==> src/rtl/bcd_countdown99_if.sv <==
// Control and status bundle for the two-digit BCD countdown timer.
// Ports: ce_i, load_i, preset_i[7:0], start_i, stop_i (to the counter);
//        cnt_o[7:0], dn_o, busy_o, done_o (from the counter).
interface bcd_countdown99_if;
   logic       ce_i;
   logic       load_i;
   logic [7:0] preset_i;
   logic       start_i;
   logic       stop_i;
   logic [7:0] cnt_o;
   logic       dn_o;
   logic       busy_o;
   logic       done_o;

   // Counter side.
   modport slave (
      input  ce_i, load_i, preset_i, start_i, stop_i,
      output cnt_o, dn_o, busy_o, done_o
   );

   // Controller side.
   modport master (
      output ce_i, load_i, preset_i, start_i, stop_i,
      input  cnt_o, dn_o, busy_o, done_o
   );
endinterface

==> src/rtl/bcd_countdown99.sv <==
// Two-digit BCD countdown timer (99..00) with LOAD/START/STOP control and a
// combinational terminal-borrow pulse (dn_o) for cascading further stages.
// Ports: clk_i, rst_i (async, active-high), bus (bcd_countdown99_if.slave).
// Option: define BCD_COUNTDOWN_AUTORELOAD_EN to reload and keep running on the
//         terminal tick instead of stopping in DONE.
module bcd_countdown99 #(
   parameter logic [7:0] INIT_PRESET = 8'h59
) (
   input  logic                  clk_i,
   input  logic                  rst_i,
   bcd_countdown99_if.slave      bus
);

   typedef enum logic [1:0] {
      ST_IDLE = 2'd0,
      ST_RUN  = 2'd1,
      ST_HOLD = 2'd2,
      ST_DONE = 2'd3
   } state_t;

   state_t     state_q;
   logic       busy_q;
   logic       done_q;
   logic [7:0] cnt_q,    cnt_d;
   logic [7:0] reload_q, reload_d;

   logic [7:0] preset_clamped;
   logic       terminal;
   logic       ce_acc;
   logic       start_acc;

   function automatic logic [3:0] clamp_digit(input logic [3:0] d);
      return (d > 4'd9) ? 4'd9 : d;
   endfunction

   assign preset_clamped = {clamp_digit(bus.preset_i[7:4]), clamp_digit(bus.preset_i[3:0])};
   assign terminal       = (cnt_q == 8'h00);

   // LOAD and STOP both outrank CE; STOP only matters in RUN, and START is a
   // no-op in RUN, so START never masks a tick there.
   assign ce_acc    = (state_q == ST_RUN) && bus.ce_i && !bus.load_i && !bus.stop_i;
   assign start_acc = bus.start_i && !bus.load_i && (state_q != ST_RUN);

   // Datapath: count and reload registers.
   always_comb begin
      cnt_d    = cnt_q;
      reload_d = reload_q;
      if (bus.load_i) begin
         cnt_d    = preset_clamped;
         reload_d = preset_clamped;
      end else if (start_acc && (state_q == ST_DONE)) begin
         cnt_d = reload_q;
      end else if (ce_acc) begin
         if (terminal) begin
`ifdef BCD_COUNTDOWN_AUTORELOAD_EN
            cnt_d = reload_q;
`else
            cnt_d = cnt_q;
`endif
         end else if (cnt_q[3:0] == 4'd0) begin
            // Borrow from the tens digit; ones wrap to 9.
            cnt_d = {cnt_q[7:4] - 4'd1, 4'd9};
         end else begin
            cnt_d = {cnt_q[7:4], cnt_q[3:0] - 4'd1};
         end
      end
   end

   always_ff @(posedge clk_i or posedge rst_i) begin
      if (rst_i) begin
         cnt_q    <= INIT_PRESET;
         reload_q <= INIT_PRESET;
      end else begin
         cnt_q    <= cnt_d;
         reload_q <= reload_d;
      end
   end

   // Control FSM with registered status flags.
   always_ff @(posedge clk_i or posedge rst_i) begin
      if (rst_i) begin
         state_q <= ST_IDLE;
         busy_q  <= 1'b0;
         done_q  <= 1'b0;
      end else if (bus.load_i) begin
         state_q <= ST_IDLE;
         busy_q  <= 1'b0;
         done_q  <= 1'b0;
      end else begin
         case (state_q)
            ST_IDLE, ST_HOLD: begin
               if (bus.start_i) begin
                  state_q <= ST_RUN;
                  busy_q  <= 1'b1;
               end
            end
            ST_RUN: begin
               if (bus.stop_i) begin
                  state_q <= ST_HOLD;
                  busy_q  <= 1'b0;
               end else if (ce_acc && terminal) begin
`ifndef BCD_COUNTDOWN_AUTORELOAD_EN
                  state_q <= ST_DONE;
                  busy_q  <= 1'b0;
                  done_q  <= 1'b1;
`endif
               end
            end
            ST_DONE: begin
               if (bus.start_i) begin
                  state_q <= ST_RUN;
                  busy_q  <= 1'b1;
                  done_q  <= 1'b0;
               end
            end
            default: begin
               state_q <= ST_IDLE;
               busy_q  <= 1'b0;
               done_q  <= 1'b0;
            end
         endcase
      end
   end

   assign bus.cnt_o  = cnt_q;
   assign bus.dn_o   = ce_acc && terminal;
   assign bus.busy_o = busy_q;
   assign bus.done_o = done_q;

endmodule

==> src/flat_wrapper.sv <==
// flat-port wrapper written by rule: the top's interface ports become plain ports
module bcd_countdown99_flat 
#(
   parameter logic [7:0] INIT_PRESET = 8'h59
)
  (clk_i, rst_i, bus_ce_i, bus_load_i, bus_preset_i, bus_start_i, bus_stop_i, bus_cnt_o, bus_dn_o, bus_busy_o, bus_done_o);
  bcd_countdown99_if bus_i ();
  input  logic clk_i;
  input  logic rst_i;
  input wire logic [$bits(bus_i.ce_i)-1:0] bus_ce_i;
  input wire logic [$bits(bus_i.load_i)-1:0] bus_load_i;
  input wire logic [$bits(bus_i.preset_i)-1:0] bus_preset_i;
  input wire logic [$bits(bus_i.start_i)-1:0] bus_start_i;
  input wire logic [$bits(bus_i.stop_i)-1:0] bus_stop_i;
  output wire logic [$bits(bus_i.cnt_o)-1:0] bus_cnt_o;
  output wire logic [$bits(bus_i.dn_o)-1:0] bus_dn_o;
  output wire logic [$bits(bus_i.busy_o)-1:0] bus_busy_o;
  output wire logic [$bits(bus_i.done_o)-1:0] bus_done_o;
  assign bus_i.ce_i = bus_ce_i;
  assign bus_i.load_i = bus_load_i;
  assign bus_i.preset_i = bus_preset_i;
  assign bus_i.start_i = bus_start_i;
  assign bus_i.stop_i = bus_stop_i;
  assign bus_cnt_o = bus_i.cnt_o;
  assign bus_dn_o = bus_i.dn_o;
  assign bus_busy_o = bus_i.busy_o;
  assign bus_done_o = bus_i.done_o;
  bcd_countdown99 #(.INIT_PRESET(INIT_PRESET)) u_core (.clk_i(clk_i), .rst_i(rst_i), .bus(bus_i));
endmodule
==> config.mk <==
export PLATFORM = sky130hd
export DESIGN_NAME = bcd_countdown99_flat
export DESIGN_NICKNAME = d
export VERILOG_FILES = /design/src/rtl/bcd_countdown99_if.sv /design/src/rtl/bcd_countdown99.sv /design/src/flat_wrapper.sv
export SDC_FILE = /design/constraint.sdc
export NUM_CORES = 1
export LEC_CHECK = 0
export BUFFER_PORTS_ARGS = -buffer_cell sky130_fd_sc_hd__buf_2
export CORE_MARGIN = 8
export CORE_UTILIZATION = 25
export CTS_BUF_LIST = sky130_fd_sc_hd__clkbuf_4
export CTS_CLUSTER_DIAMETER = 100
export DETAILED_ROUTE_END_ITERATION = 7
export PLACE_DENSITY = 0.46
export RECOVER_POWER = 100
export SLEW_MARGIN = 25
export SYNTH_ARGS = -nofsm -noshare
export SYNTH_HDL_FRONTEND = slang
export SYNTH_SLANG_ARGS = --single-unit
==> constraint.sdc <==
create_clock -name clk_i -period 2 [get_ports clk_i]
set_input_delay 0.2 -clock clk_i [delete_from_list [all_inputs] [get_ports clk_i]]
set_output_delay 0.2 -clock clk_i [all_outputs]
set_load 0.01 [all_outputs]
# Word-level counts from Yosys, hierarchy flattened
# Cells that the tools add are included.
# classes
add_sub_neg	2
order_cmp	2
n_eq_ne	10
mux	22
n_reduce_logical	20
# op_table
cell	count
$mux W8	5
$ne A3 B3 Y1 const B	4
$reduce_bool A3 Y1	3
$gt A4 B4 Y1 const B	2
$logic_not A8 Y1	1
$mux W1	8
$mux W2	4
$mux W4	2
$sub A4 B1 Y4 const B	2
$logic_and A1 B1 Y1	7
$eq A2 B2 Y1 const B	2
$logic_not A4 Y1	1
$ne A4 B4 Y1 const B	1
$pmux W1 S2	2
$pmux W2 S2	1
$reduce_and A2 Y1	2
$reduce_and A4 Y1	1
$ne A3 B1 Y1 const B	1
$reduce_and A3 Y1	1
$reduce_or A3 Y1	1
$eq A2 B1 Y1 const B	1
$logic_not A1 Y1	2
$logic_not A2 Y1	1
$ne A2 B1 Y1 const B	1
# totals
regBits	20
in_bits	14
output_inout_bits	11
word_cells	62

# Depth between registers and ports, before layout
# Gate-level depths: netlist (run 1).
# depth
word_depth	9
depth_mapped	6
ltp_nobuf	6

# Worst setup path before layout (run 1)
# Ideal clock, no wire load.
# synth_timing
path_type	reg-to-reg
from	register u_core.cnt_q[4], in the netlist u_core.bus.cnt_o[4]
to	register u_core.cnt_q[5], in the netlist u_core.bus.cnt_o[5]
setup_time_ns	0.125
t_arrival_ns	1.602
required_time_ns	1.875
path_slack_ns	0.273
stages_incl_launch_ff	6
path_buffers	0
period_less_slack_ns	1.727
path_cell_list	dfstp_2 > inv_1 > ha_1 > nor3b_1 > o31ai_4 > mux2_4
# synth_between
elab_chain_cells	6
word_cells_on_any_way	9
classes_between	add/sub: 1; eq/ne: 1; mux: 5; reduce/logical: 2
# synth_rtl
element	line_no	rtl
start: declaration	bcd_countdown99.sv:24	logic [7:0] cnt_q, cnt_d;
start signal: assignment	bcd_countdown99.sv:74	cnt_q <= cnt_d;
$sub A4 B1 Y4	bcd_countdown99.sv:62	cnt_d = {cnt_q[7:4] - 4'd1, 4'd9};
$mux W8	bcd_countdown99.sv:60	end else if (cnt_q[3:0] == 4'd0) begin
$mux W8	bcd_countdown99.sv:54	if (terminal) begin
$mux W8	bcd_countdown99.sv:53	end else if (ce_acc) begin
$mux W8	bcd_countdown99.sv:51	end else if (start_acc && (state_q == ST_DONE)) begin
$mux W8	bcd_countdown99.sv:48	if (bus.load_i) begin
# Parallel ways exist; a longest one is shown, timed or not. The select of a mux whose other input is x is not followed.
# A chain may end at the register's enable or synchronous reset.

# Worst setup path in the final report (run 1)
# layout_timing
from	register u_core.cnt_q[1], in the netlist u_core.bus.cnt_o[1]
to	output bus_dn_o
# layout_between
elab_chain_cells	2
# layout_rtl
element	line_no	rtl
$logic_not A8 Y1	bcd_countdown99.sv:37	assign terminal = (cnt_q == 8'h00);
$logic_and A1 B1 Y1	bcd_countdown99.sv:126	assign bus.dn_o = ce_acc && terminal;
end: declaration	flat_wrapper.sv:16	output wire logic [$bits(bus_i.dn_o)-1:0] bus_dn_o;
# No other way between the ends.

==> results.cfg, run 1 <==
[final_layout]
layout-drive-gt1-share_pct = 27.0
antenna_cells = 0
nets = 159
finalInstanceArea_mm2 = 0.00137
area.growth.synth_to_final_pct = 18.2
fillers = 475
instances_no_fill = 193

[yosys]
async_flop_share_pct = 100
postSynthCellCount = 114
yosysSeqAreaShare_pct = 44.0
synth_nets = 130
synth_edf_count = 0
syn_area_mm2 = 0.00116
yosysWarnings = 0
avgSynthCellArea_um2 = 10.2
yosys-top-cells-area = dfrtp_1 26%, dfstp_2 18%, nand3b_1 3.9%
ys_types = 47
synthFlopType = dfrtp_1
yosys.area.top_type = dfrtp_1
ys_ff_latch = 20
netlist.area_leader.share_pct = 25.9
synth_most_common_cell = dfrtp_1

[power_and_ir_drop]
ir_worst_vdd_uv = 318
p_per_area_mw_per_mm2 = 657
p_switching_uw = 284
seqPwrFrac_pct = 54.4
finalPower_uw = 900
power.leakage_nw = 0.589
p_sw_share_pct = 31.5
p_comb_share_pct = 24.2
p_int_uw = 617
pwr-share-clk_pct = 21.4

[sta]
hold_violations = 0
fmax_mhz = 525
timing.final.crit_share_pct = 95.2
setup_viol = 0
skew_ps = 12.0
worstMarginPinSlew_ps = 806
maxSlewHeadroom_pct = 46.2
fin_tns_setup_ps = 0
min_period_ps = 1900
final-max-slew-violation-count = 0
rsz0062_at_grt = no

[global_route]
antenna_found_initial = 0
grt_pass1_wl_mm = 4.81
grt_usage_pct = 8.34
gr-total-overflow = 0
grt_pass1_vias = 1011
grt_start_max_net_pins = 21

[cts]
clock_latency_ps = 300
h-tree-depth = 1
cts_tree = done
clkTransAtPathRegs_ps = 120
clock-sinks = 20
root_buffer = clkbuf_4
hold_buffers = 0
clockBufferDepth = 2
numCtsBuffers = 3

[worst_setup_path]
cp_slowest_cell = or4_4
cp.arrival_ps = 1700
cp_max_fo = 6
cp-start-kind = register
crit_chain = or4_4 > nor3_4 > clkbuf_2
critPathBufInv = 1
critPathMaxStageDelay_ps = 590
path_delay_family = simple AND/OR/NAND/NOR gates
criticalPathCategory = register to primary output
critPathRequiredTime_ps = 1800
endpoint_kind = primary output

[routing]
ant_nets = 0
via_count = 974
post_drt_wl_per_cell_um = 15.4
via_per_inst = 5.05
routed_wl_mm = 2.97
drtPass1Iterations = 4
drc = 0
dr.first_iter.drc_count = 28

[floorplan]
core.rowCount = 24
core_area_mm2 = 0.00441
die_area_mm2 = 0.00708
top_level_ports = 25
fp.dieH_um = 84.1
die_width_um = 84.1
initial_utilization_pct = 26.3

[place]
placed_cell_area_mm2 = 0.00134
dp.cells = 189
portBuffers = 24
gp_congestion = 0.817
dpl.hpwl_mm = 2.27

[worst_hold_path]
hold_path_class = input port to async pin

[run]
max_cap_viol_count = 0

[run_status]
outcome = finished, final reports clean
[area by class of cell]
cell class / count / area [um2] / area share (%)
clock buffer: 3 / 22.5 / 1.64
inverter: 8 / 30.0 / 2.19
multi-input combinational: 82 / 606 / 44.2
sequential: 20 / 510 / 37.2
tap: 52 / 65.1 / 4.74
timing repair buffer: 28 / 138 / 10.0
[repair_timing]
action                                  in CTS  in global routing
pin swaps                                    0                  1
endpoints found under the setup margin       1                  1
resized for setup                            3                  0
setup buffers                                1                  0
[stage by stage]
| stage | hold slack, ps | utilization (%) | setup slack [ps] |
|---|---|---|---|
| finish | 29.7 | 31.1 | 96.8 |
| global route | 95.8 | 31.1 | 9.16 |
| CTS | 61.0 | 31.4 | 53.6 |
| detailed placement | 399 | 30.4 | 156 |
| global placement | 394 | 30.4 | 196 |
| floorplan | 158 | - | 273 |
[registers in the layout, indices dropped and copies added, names as in the netlist]
signal             count
u_core.bus.busy_o      1
u_core.reload_q        8
u_core.bus.cnt_o       8
u_core.state_q         2
u_core.bus.done_o      1
[cell families (layout without fill, tap and decap cells)]
logic type	after synthesis	in the layout	share of synthesized area (%)
buffers and inverters	12	39	4.64
flip-flops	20	20	44.0
AND/OR/NAND/NOR	41	41	21.6
AO/OA/AOI/OAI	36	36	24.6
adder cells (fa/ha/maj)	2	2	2.16
multiplexers	3	3	3.02
[power by group through the flow]
stage,registers [mW],logic (mW),clock network (mW)
floorplan,0.502,0.132,0
global placement,0.497,0.215,0
detailed placement,0.500,0.216,0
CTS,0.492,0.228,0.206
global route,0.496,0.244,0.223
finish,0.490,0.218,0.193
[cell usage in the layout, fill, tap and decap left out, drive strengths merged, types with 2 or more instances in the layout]
cell,n
ha,2
a211o,2
a31oi,2
nand3,3
clkbuf,12
nand2,8
buf,19
o211ai,2
o21a,2
inv,8
dfrtp,12
dfstp,8
nand3b,6
a311oi,2
o31ai,4
nor2,8
o21ai,8
mux2i,2
or3,2
nor3,3
nand2b,2
a32o,2
a21oi,2
nor2b,2
[final timing paths]
path / start / end / slack [ps] / cells after the start
max in group asynchronous: rst_i / u_core.reload_q[2]$_DFFE_PP0P_ / 1460 / 2
min in group clk_i: bus_stop_i / u_core.state_q[0]$_DFFE_PP0P_ / 140 / 2
hold reg to reg: u_core.reload_q[3]$_DFFE_PP1P_ / u_core.reload_q[3]$_DFFE_PP1P_ / 480 / 2
hold / removal: rst_i / u_core.state_q[1]$_DFFE_PP0P_ / 30 / 2
setup reg to reg: u_core.bus.cnt_o[4]$_DFFE_PP1P_ / u_core.bus.cnt_o[5]$_DFFE_PP0P_ / 170 / 5
setup / recovery: u_core.bus.cnt_o[1]$_DFFE_PP0P_ / bus_dn_o / 100 / 3
[worst register-to-register path, cell delays in order, from the launching register on]
cell	delay, ps
dfstp_2	570
inv_1	70
ha_1	210
nor3b_1	190
o31ai_4	330
mux2_1	360
[per-layer routing]
| layer | vias to the layer above | share of wire [%] | routed length [um] | GRT usage, % |
|---|---|---|---|---|
| li1 | 480 | - | - | - |
| met1 | 469 | 48 | 1420 | 10.1 |
| met2 | 23 | 46 | 1350 | 13.3 |
| met3 | 2 | 5.7 | 170 | 3.22 |
| met4 | 0 | 0.71 | 21 | 2.35 |
| met5 | - | 0 | 0 | 0 |
(Power assumes the default switching activity.)
==> inputs of run 2 (changes only) <==
--- a/config.mk
+++ b/config.mk
@@ -5,7 +5,7 @@
 export SDC_FILE = /design/constraint.sdc
 export NUM_CORES = 1
 export LEC_CHECK = 0
-export BUFFER_PORTS_ARGS = -buffer_cell sky130_fd_sc_hd__buf_2
+export BUFFER_PORTS_ARGS = -buffer_cell sky130_fd_sc_hd__clkbuf_2
 export CORE_MARGIN = 8
 export CORE_UTILIZATION = 25
 export CTS_BUF_LIST = sky130_fd_sc_hd__clkbuf_4
==> results.cfg, run 2 (same netlist as run 1, synthesis figures left out) <==
[routing]
via_per_inst = 5.05
dr.first_iter.drc_count = 46
post_drt_wl_per_cell_um = 15.0
drtPass1Iterations = 4
via_count = 980
drc = 0
routed_wl_mm = 2.90
ant_nets = 0

[power_and_ir_drop]
seqPwrFrac_pct = 54.3
pwr-share-clk_pct = 22.1
p_int_uw = 620
p_per_area_mw_per_mm2 = 657
p_comb_share_pct = 23.6
ir_worst_vdd_uv = 341
power.leakage_nw = 0.601
p_sw_share_pct = 31.8
p_switching_uw = 288

[sta]
rsz0062_at_grt = no
skew_ps = 12.8
hold_violations = 7
final-max-slew-violation-count = 0
timing.final.crit_share_pct = 94.6
fin_tns_setup_ps = 0
setup_viol = 0
maxSlewHeadroom_pct = 48.6
whs_ps = -9.92
min_period_ps = 1890
worstMarginPinSlew_ps = 771
fmax_mhz = 528

[run]
max_cap_viol_count = 0

[cts]
clock_latency_ps = 310
post-cts-setup-buffer-count = 0
root_buffer = clkbuf_4
hold_buffers = 0
numCtsBuffers = 3
clock-sinks = 20
h-tree-depth = 1
clkTransAtPathRegs_ps = 120
clockBufferDepth = 2
cts_tree = done

[final_layout]
instances_no_fill = 194
layout_common_cells = 19 x clkbuf_2, 11 x dfrtp_1
final_util_pct = 31.3
antenna_cells = 0
finalInstanceArea_mm2 = 0.00138
layout-drive-gt1-share_pct = 29.6
final_common_cell = clkbuf_2
area.growth.synth_to_final_pct = 19.2
nets = 159

[floorplan]
initial_utilization_pct = 26.3
fp.dieH_um = 84.1
core_area_mm2 = 0.00441
die_area_mm2 = 0.00708
core.rowCount = 24
die_width_um = 84.1
top_level_ports = 25

[worst_setup_path]
cp-endpoint = bus_dn_o
cp.arrival_ps = 1690
regToRegStartpoint = u_core.bus.cnt_o[4]$_DFFE_PP1P_
regToRegSetupSlack_ps = 160
endpoint_kind = primary output
crit_chain = or4_4 > nor3_4 > clkbuf_2
cp_slowest_cell = or4_4
critPathLaunch = u_core.bus.cnt_o[1]$_DFFE_PP0P_
cp-start-kind = register
critPathRequiredTime_ps = 1800
r2r_end = u_core.bus.cnt_o[5]$_DFFE_PP0P_
ff2ff_path_depth = 5
critPathMaxStageDelay_ps = 580
cp_max_fo = 6
criticalPathCategory = register to primary output

[global_route]
grt_pass1_vias = 1015
grt_pass1_wl_mm = 4.91
grt_start_max_net_pins = 21
antenna_found_initial = 0
grt_usage_pct = 8.39
gr-total-overflow = 0

[run_status]
violations = negative hold slack
outcome = complete, but fails checks

[place]
portBuffers = 24
placed_cell_area_mm2 = 0.00135
dp.cells = 190
dpl.hpwl_mm = 2.33
gp_congestion = 0.794

[worst_hold_path]
hold_path_class = input port to async pin
==> run 2: worst min-delay path by stage <==
stage	startpoint	endpoint	depth (start not counted)
5_1_grt	rst_i	u_core.state_q[0]$_DFFE_PP0P_	2
3_3_place_gp	rst_i	u_core.reload_q[2]$_DFFE_PP0P_	2
4_1_cts	rst_i	u_core.state_q[1]$_DFFE_PP0P_	2
3_5_place_dp	rst_i	u_core.reload_q[2]$_DFFE_PP0P_	2
2_1_floorplan	rst_i	u_core.bus.busy_o$_DFFE_PP0P_	1
6_report	rst_i	u_core.reload_q[5]$_DFFE_PP0P_	2
==> run 2: repair_timing <==
| action | CTS | global route |
|---|---|---|
| setup endpoints to repair | 1 | 1 |
| pin swaps | 1 | 0 |
| gates cloned | 0 | 0 |
| resized for setup | 3 | 1 |
==> run 2: critical path, delay by kind of cell (launching register included) <==
kind          cells  cell delay (ps)
buf+inv           1              160
flops             1              450
simple gates      2              780
==> run 2: area by class of cell <==
cell class,count,area [um2]
repair buffers,28,144
clock buffers,3,22.5
fillers,464,3030
multi-input cells,82,606
flip-flops and latches,20,512
clock inverters,1,3.75
inverters,8,30.0
well taps,52,65.1
==> run 2: power groups by stage <==
| stage | registers [mW] | clock network, mW | logic, mW |
|---|---|---|---|
| 6_report | 0.493 | 0.201 | 0.214 |
| 5_1_grt | 0.500 | 0.234 | 0.242 |
| 4_1_cts | 0.495 | 0.216 | 0.223 |
| 3_5_place_dp | 0.502 | 0 | 0.215 |
| 3_3_place_gp | 0.499 | 0 | 0.215 |
| 2_1_floorplan | 0.502 | 0 | 0.132 |
==> run 2: metrics by stage <==
step           worst slack, ps  power, mW
6_report                   107      0.908
5_1_grt                   11.6      0.976
4_1_cts                   56.5      0.934
3_5_place_dp               209      0.718
3_3_place_gp               185      0.714
2_1_floorplan              273      0.635
==> run 2: per-layer routing <==
| metal | vias up | global-route usage [%] | share of wire [%] | routed length [um] |
|---|---|---|---|---|
| li1 | 490 | - | - | - |
| met1 | 466 | 10.2 | 49 | 1430 |
| met2 | 22 | 13.7 | 45 | 1310 |
| met3 | 2 | 3.32 | 5.1 | 149 |
| met4 | 0 | 1.41 | 0.28 | 8 |
| met5 | - | 0 | 0 | 0 |
